`src/rtl/cpu_mem_arbiter_pkg.sv`:
```
// rtl/cpu_mem_arbiter_pkg.sv - shared CPU definitions for the inst/data memory arbiter
package cpu_mem_arbiter_pkg;

  localparam int CPU_ADDR_W = 32;
  localparam int CPU_DATA_W = 32;
  localparam int CPU_SIZE_W = 2;

  typedef enum logic [1:0] {
    ARB_IDLE = 2'd0,
    ARB_ADDR = 2'd1,
    ARB_RESP = 2'd2
  } arb_state_e;

  typedef enum logic {
    OWN_INST = 1'b0,
    OWN_DATA = 1'b1
  } arb_owner_e;

  // Data is preferred; inst only wins alone or once it has been starved long enough.
  function automatic logic inst_wins(input logic inst_req, input logic data_req,
                                     input logic starved);
    return inst_req && (!data_req || starved);
  endfunction

endpackage

```
`src/rtl/cpu_mem_arbiter.sv`:
```
// rtl/cpu_mem_arbiter.sv - two-port SRAM-like arbiter (inst/data) onto one memory port
// One transaction in flight: IDLE grants, ADDR presents to memory, RESP returns data.
module cpu_mem_arbiter
  import cpu_mem_arbiter_pkg::*;
#(
  parameter int ADDR_W     = CPU_ADDR_W,
  parameter int DATA_W     = CPU_DATA_W,
  parameter int STARVE_MAX = 2
) (
  input  logic                  clk,
  input  logic                  reset,

  input  logic                  inst_req,
  input  logic                  inst_wr,
  input  logic [CPU_SIZE_W-1:0] inst_size,
  input  logic [ADDR_W-1:0]     inst_addr,
  input  logic [DATA_W/8-1:0]   inst_wstrb,
  input  logic [DATA_W-1:0]     inst_wdata,
  output logic                  inst_addr_ok,
  output logic                  inst_data_ok,
  output logic [DATA_W-1:0]     inst_rdata,

  input  logic                  data_req,
  input  logic                  data_wr,
  input  logic [CPU_SIZE_W-1:0] data_size,
  input  logic [ADDR_W-1:0]     data_addr,
  input  logic [DATA_W/8-1:0]   data_wstrb,
  input  logic [DATA_W-1:0]     data_wdata,
  output logic                  data_addr_ok,
  output logic                  data_data_ok,
  output logic [DATA_W-1:0]     data_rdata,

  output logic                  mem_req,
  output logic                  mem_wr,
  output logic [CPU_SIZE_W-1:0] mem_size,
  output logic [ADDR_W-1:0]     mem_addr,
  output logic [DATA_W/8-1:0]   mem_wstrb,
  output logic [DATA_W-1:0]     mem_wdata,
  input  logic                  mem_addr_ok,
  input  logic                  mem_data_ok,
  input  logic [DATA_W-1:0]     mem_rdata
);

  localparam int STRB_W = DATA_W / 8;
  localparam int CNT_W  = (STARVE_MAX < 1) ? 1 : $clog2(STARVE_MAX + 1);
  localparam logic [CNT_W-1:0] CNT_MAX = CNT_W'(STARVE_MAX);

  arb_state_e              r_state;
  arb_state_e              w_state_nxt;
  arb_owner_e              r_owner;
  logic [CNT_W-1:0]        r_starve_cnt;

  logic                    r_wr;
  logic [CPU_SIZE_W-1:0]   r_size;
  logic [ADDR_W-1:0]       r_addr;
  logic [STRB_W-1:0]       r_wstrb;
  logic [DATA_W-1:0]       r_wdata;

  logic                    w_starved;
  logic                    w_inst_win;
  logic                    w_grant;

  assign w_starved  = (r_starve_cnt == CNT_MAX);
  assign w_inst_win = inst_wins(inst_req, data_req, w_starved);

  always_ff @(posedge clk) begin
    if (reset) begin
      r_state <= ARB_IDLE;
    end else begin
      r_state <= w_state_nxt;
    end
  end

  // Handshakes are purely combinational so a grant or response costs no extra cycle.
  always_comb begin
    w_state_nxt  = r_state;
    w_grant      = 1'b0;
    inst_addr_ok = 1'b0;
    data_addr_ok = 1'b0;
    inst_data_ok = 1'b0;
    data_data_ok = 1'b0;
    mem_req      = 1'b0;
    if (!reset) begin
      case (r_state)
        ARB_IDLE: begin
          if (inst_req || data_req) begin
            w_grant      = 1'b1;
            inst_addr_ok = w_inst_win;
            data_addr_ok = !w_inst_win;
            w_state_nxt  = ARB_ADDR;
          end
        end
        ARB_ADDR: begin
          mem_req = 1'b1;
          if (mem_addr_ok) begin
            w_state_nxt = ARB_RESP;
          end
        end
        ARB_RESP: begin
          if (mem_data_ok) begin
            inst_data_ok = (r_owner == OWN_INST);
            data_data_ok = (r_owner == OWN_DATA);
            w_state_nxt  = ARB_IDLE;
          end
        end
        default: begin
          w_state_nxt = ARB_IDLE;
        end
      endcase
    end
  end

  // Request fields are captured only on a grant and otherwise hold their last value.
  always_ff @(posedge clk) begin
    if (reset) begin
      r_owner      <= OWN_DATA;
      r_starve_cnt <= '0;
      r_wr         <= 1'b0;
      r_size       <= '0;
      r_addr       <= '0;
      r_wstrb      <= '0;
      r_wdata      <= '0;
    end else if (w_grant) begin
      if (w_inst_win) begin
        r_owner      <= OWN_INST;
        r_starve_cnt <= '0;
        r_wr         <= inst_wr;
        r_size       <= inst_size;
        r_addr       <= inst_addr;
        r_wstrb      <= inst_wstrb;
        r_wdata      <= inst_wdata;
      end else begin
        r_owner <= OWN_DATA;
        if (inst_req && !w_starved) begin
          r_starve_cnt <= r_starve_cnt + 1'b1;
        end
        r_wr    <= data_wr;
        r_size  <= data_size;
        r_addr  <= data_addr;
        r_wstrb <= data_wstrb;
        r_wdata <= data_wdata;
      end
    end
  end

  assign mem_wr     = r_wr;
  assign mem_size   = r_size;
  assign mem_addr   = r_addr;
  assign mem_wstrb  = r_wstrb;
  assign mem_wdata  = r_wdata;

  assign inst_rdata = mem_rdata;
  assign data_rdata = mem_rdata;

endmodule

```
`config.mk`:
```
export PLATFORM = sky130hd
export DESIGN_NAME = cpu_mem_arbiter
export DESIGN_NICKNAME = d
export VERILOG_FILES = /design/src/rtl/cpu_mem_arbiter_pkg.sv /design/src/rtl/cpu_mem_arbiter.sv
export SDC_FILE = /design/constraint.sdc
export NUM_CORES = 1
export LEC_CHECK = 0
export ABC_CLOCK_PERIOD_IN_PS = 2050
export BUFFER_PORTS_ARGS = -buffer_cell sky130_fd_sc_hd__buf_2
export CAP_MARGIN = 40
export CORE_AREA = 4 4 121 123
export CTS_CLUSTER_DIAMETER = 30
export DETAILED_ROUTE_END_ITERATION = 8
export DIE_AREA = 0 0 125 127
export GPL_ROUTABILITY_DRIVEN = 0
export PLACE_DENSITY = 0.69
export RECOVER_POWER = 100
export SLEW_MARGIN = 20
export SYNTH_ARGS = -nofsm -noshare
export SYNTH_HDL_FRONTEND = slang
export SYNTH_SLANG_ARGS = --single-unit
```
`constraint.sdc`:
```
create_clock -name clk -period 2.05 [get_ports clk]
set_input_delay 0.205 -clock clk [delete_from_list [all_inputs] [get_ports clk]]
set_output_delay 0.205 -clock clk [all_outputs]
set_load 0.01 [all_outputs]
```
* Word-level counts from Yosys, hierarchy flattened *
Cells that the tools add are included.

word-level totals
  word-level logic and storage cells = 56
  bits in registers = 76

operators by class
  equality and inequality tests = 6
  bitwise logic cells = 1
  multiplexer cells = 29
  reduce and logical (&&, ||, !) cells = 11
  add/subtract/negate cells = 1

operators by type and width
  kind                                                              count
  32-bit 2-to-1 mux                                                 2
  1-bit 2-to-1 mux                                                  19
  2-bit 2-to-1 mux                                                  6
  2-bit inequality test (second input constant)                     3
  2-bit case mux with 3 select lines                                1
  2-bit == test (second input constant)                             2
  4-bit 2-to-1 mux                                                  1
  1-bit logical NOT                                                 3
  3-bit AND reduction                                               1
  2-bit by 1-bit adder with 2-bit output (second input constant)    1
  2-bit by 1-bit == test with 1-bit output (second input constant)  1
  1-bit logical AND                                                 2
  2-bit logical NOT                                                 1
  1-bit logical OR                                                  2
  2-bit AND reduction                                               1
  2-bit nonzero test                                                1
  1-bit inverter                                                    1

* Logic depth before layout (Yosys ltp) *
  depth in word-level cells = 7
  gate-level depth with buffers = 7
  mapped depth without buffers = 6

* Worst setup path before layout *
OpenSTA, ideal clock, no wires.

  path kind = register -> register
  from = reg r_starve_cnt[0]
  to = reg r_addr[10], in the netlist mem_addr[10]
  required time = 1922 ps
  data arrival time = 1337 ps
  path buffers = 1
  stages on the path, launching flop included = 8
  slack = 585 ps
  path through = dfxtp_1 > inv_1 > ha_1 > nand2b_1 > nand2_4 > buf_4 > mux2i_1 > o21ai_1

between the ends
  word-level cells in the longest chain between the ends = 4

RTL lines
  element                 line                       text
  start, declared         cpu_mem_arbiter.sv:51      logic [CNT_W-1:0] r_starve_cnt;
  start signal, assigned  cpu_mem_arbiter.sv:135     r_starve_cnt <= r_starve_cnt + 1'b1;
  2-bit == test           cpu_mem_arbiter.sv:63      assign w_starved = (r_starve_cnt == CNT_MAX);
  1-bit logical OR        cpu_mem_arbiter_pkg.sv:22  return inst_req && (!data_req || starved);
  1-bit logical AND       cpu_mem_arbiter_pkg.sv:22
  32-bit 2-to-1 mux       cpu_mem_arbiter.sv:124     if (w_inst_win) begin
  end signal, assigned    cpu_mem_arbiter.sv:129     r_addr <= inst_addr;
  end signal, assigned    cpu_mem_arbiter.sv:139     r_addr <= data_addr;
  end, declared           cpu_mem_arbiter.sv:55      logic [ADDR_W-1:0] r_addr;

No other way between the ends.
A chain may end at the register's enable or synchronous reset.

* Worst setup path in the final report *
  from = reg r_starve_cnt[0]
  to = reg r_wdata[27], in the netlist mem_wdata[27]

between the ends
  word-level cells in the longest chain between the ends = 4

RTL lines
  element               line                       text
  2-bit == test         cpu_mem_arbiter.sv:63
  1-bit logical OR      cpu_mem_arbiter_pkg.sv:22
  1-bit logical AND     cpu_mem_arbiter_pkg.sv:22
  32-bit 2-to-1 mux     cpu_mem_arbiter.sv:124
  end signal, assigned  cpu_mem_arbiter.sv:131     r_wdata <= inst_wdata;
  end signal, assigned  cpu_mem_arbiter.sv:141     r_wdata <= data_wdata;
  end, declared         cpu_mem_arbiter.sv:57      logic [DATA_W-1:0] r_wdata;

No other way between the ends.

==> impl_metrics.toml <==
[worst_setup_path]
crit_type = "reg2reg"
end_kind = "register"
cp.required_ns = 2.26
r2r_end = "mem_wdata[27]"
regToRegSetupSlack_ns = 0.18
ff2ff_path_depth = 8
worstSetupStartpointType = "register"
r2r_start = "r_starve_cnt[0]"
worstPathArrival_ns = 2.08
crit_path_max_fanout = 5

[run]
cap_violations = 0

[drt]
drt_iter0_drc = 115
via_per_inst = 4.50
first_pass_iters = 4
drtAntennaViolNets = 0
post_drt_wl_per_cell_um = 13.5
drt_wl_total_mm = 10.1
drc_errors = 0
via_count = 3368

[floorplan]
die_w_um = 125
dieArea_um2 = 15900
io_pins = 320
core_um2 = 13700
std_cell_rows = 43
die_y_um = 127
initial_core_util = 0.293

[layout]
final_cell_area_um2 = 5060
final_cell_mix = "149 x buf_2, 76 x dfxtp_1, 75 x clkbuf_1, 71 x mux2i_1"
syn2layout_area_growth_pct = 26.4
drive_gt1_frac = 0.327
instances_no_fill = 749
insertedDiodeCount = 0
layout_commonest_cell = "buf_2"
fin_nets = 745

[sta]
finalSetupTns_ns = 0
holdWs_ns = 0.0922
timing.final.crit_period_ns = 1.87
rsz0062_at_grt = "false"
min_period_over_period = 0.910
hold_viol_final = 0
worst_slack_ns = 0.184
max_slew.worst_pin.slew_ns = 0.349
drv_slew = 0
relSlewSlack = 0.767
skew_ns = 0.00700
clock.fmax_mhz = 536
setup_viol = 0

[min_path]
hold_path.class = "in2reg"
worstHoldEndpoint = "r_state[0]"
hold_depth = 2
min_from = "mem_addr_ok"

[clocking]
cts.sinks = 76
clk_pin_slew_ns = 0.06
clk_latency_ns = 0.33
cts_root_buf = "clkbuf_16"
clock_path_buffers = 2
cts_buffers = 9
cts_max_level = 3
postCtsHoldBufs = 0
cts_tree = "built"

[grt]
grtUsageTotal = 0.121
grt_pass1_vias = 3266
grt_max_degree = 71
grt_pass1_wl_mm = 15.8
overflow = 0
antenna_found_initial = 0

[synth]
synthCells = 414
synth_cell_types = 23
ys_ff_latch = 76
seq_area_frac_synth = 0.380
synthesis.area_um2 = 4000
synth_area_per_cell_um2 = 9.67
yosysWarningCount = 0
syn_nets = 595

[placed_design]
place_ws_ns = 0.284
place_area_um2 = 4790
hpwl_mm = 7.57
io_buffers = 223
dp.cells = 731

[power]
ir_drop_v = 0.000545
p_leak_nw = 2.42
p_per_area_nw_per_um2 = 888

[status]
status = "finished, final reports clean"
Yosys cell counts (all sizes together):
master / count / share of area
a21oi: 5 / 0.0063
nor3: 3 / 0.0050
dfxtp: 76 / 0.38
nor2: 9 / 0.0084
ha: 1 / 0.0031
nor3b: 1 / 0.0019
mux2i: 71 / 0.18
or3b: 1 / 0.0022
nand3b: 71 / 0.14
nand2b: 1 / 0.0016
clkbuf: 14 / 0.013
and3: 1 / 0.0016
inv: 2 / 0.0019
nand2: 4 / 0.0056
o21ai: 73 / 0.096
buf: 81 / 0.16
cells by family after synthesis:
logic type,synth area share
AND/OR/NAND/NOR,0.165
buffers and inverters,0.172
flip-flops,0.380
multiplexers,0.178
adder cells (fa/ha/maj),0.00313
AO/OA/AOI/OAI,0.102
report_power, final:
part / switching [W] / internal [W] / total (W) / leakage [nW]
Clock: 0.000618 / 0.00131 / 0.00193 / 0.179
Combinational: 0.000440 / 0.000370 / 0.000810 / 1.61
Sequential: 0.0000947 / 0.00166 / 0.00176 / 0.629
Total: 0.00115 / 0.00334 / 0.00449 / 2.42
registers in the layout, indices dropped and copies added, names as in the netlist:
signal / count
mem_wdata: 32
mem_addr: 32
r_state: 2
r_owner: 1
r_starve_cnt: 2
mem_size: 2
mem_wr: 1
mem_wstrb: 4
cell type report:
type / count / area (um2)
well taps: 180 / 225
repair buffers: 234 / 1150
multi-input cells: 241 / 1790
inverters: 2 / 7.51
clock buffers: 9 / 225
clock inverters: 7 / 139
flip-flops and latches: 76 / 1520
fillers: 1479 / 8610
routing by layer:
metal,vias to the layer above,GRT usage,share of wire
met5,-,0,0
met4,0,0.0593,0.027
met3,30,0.0602,0.11
met2,156,0.201,0.49
met1,1493,0.129,0.38
li1,1689,-,-
stage by stage:
step / power, W / util
final: 0.00449 / 0.370
after global routing: 0.00474 / 0.370
after CTS: 0.00464 / 0.377
after detailed placement: 0.00267 / 0.350
after global placement: 0.00266 / 0.350
after floorplan: 0.00241 / -
worst max path at each step:
stage	cells past startpoint	slack [ns]	end	start
after floorplan	7	0.59	mem_addr[10]	r_starve_cnt[0]
after global placement	7	0.31	mem_addr[5]	r_starve_cnt[0]
after detailed placement	7	0.28	mem_addr[5]	r_starve_cnt[0]
after CTS	7	0.04	inst_addr_ok	r_starve_cnt[0]
after global routing	7	0.07	inst_addr_ok	r_starve_cnt[0]
final	8	0.18	mem_wdata[27]	r_starve_cnt[0]
critical path, cell delays in order, from the launching register on:
cell	delay (ns)
dfxtp_1	0.34
inv_1	0.05
ha_1	0.17
nand2b_1	0.18
nand2_1	0.17
buf_4	0.17
clkbuf_1	0.30
mux2i_1	0.26
o21ai_0	0.09
what timing repair did:
action                     4_1_cts  5_1_grt
gates resized for setup          0        0
buffers inserted                 0        2
setup endpoints to repair        0        1
Power figures use the tool's default switching activity.
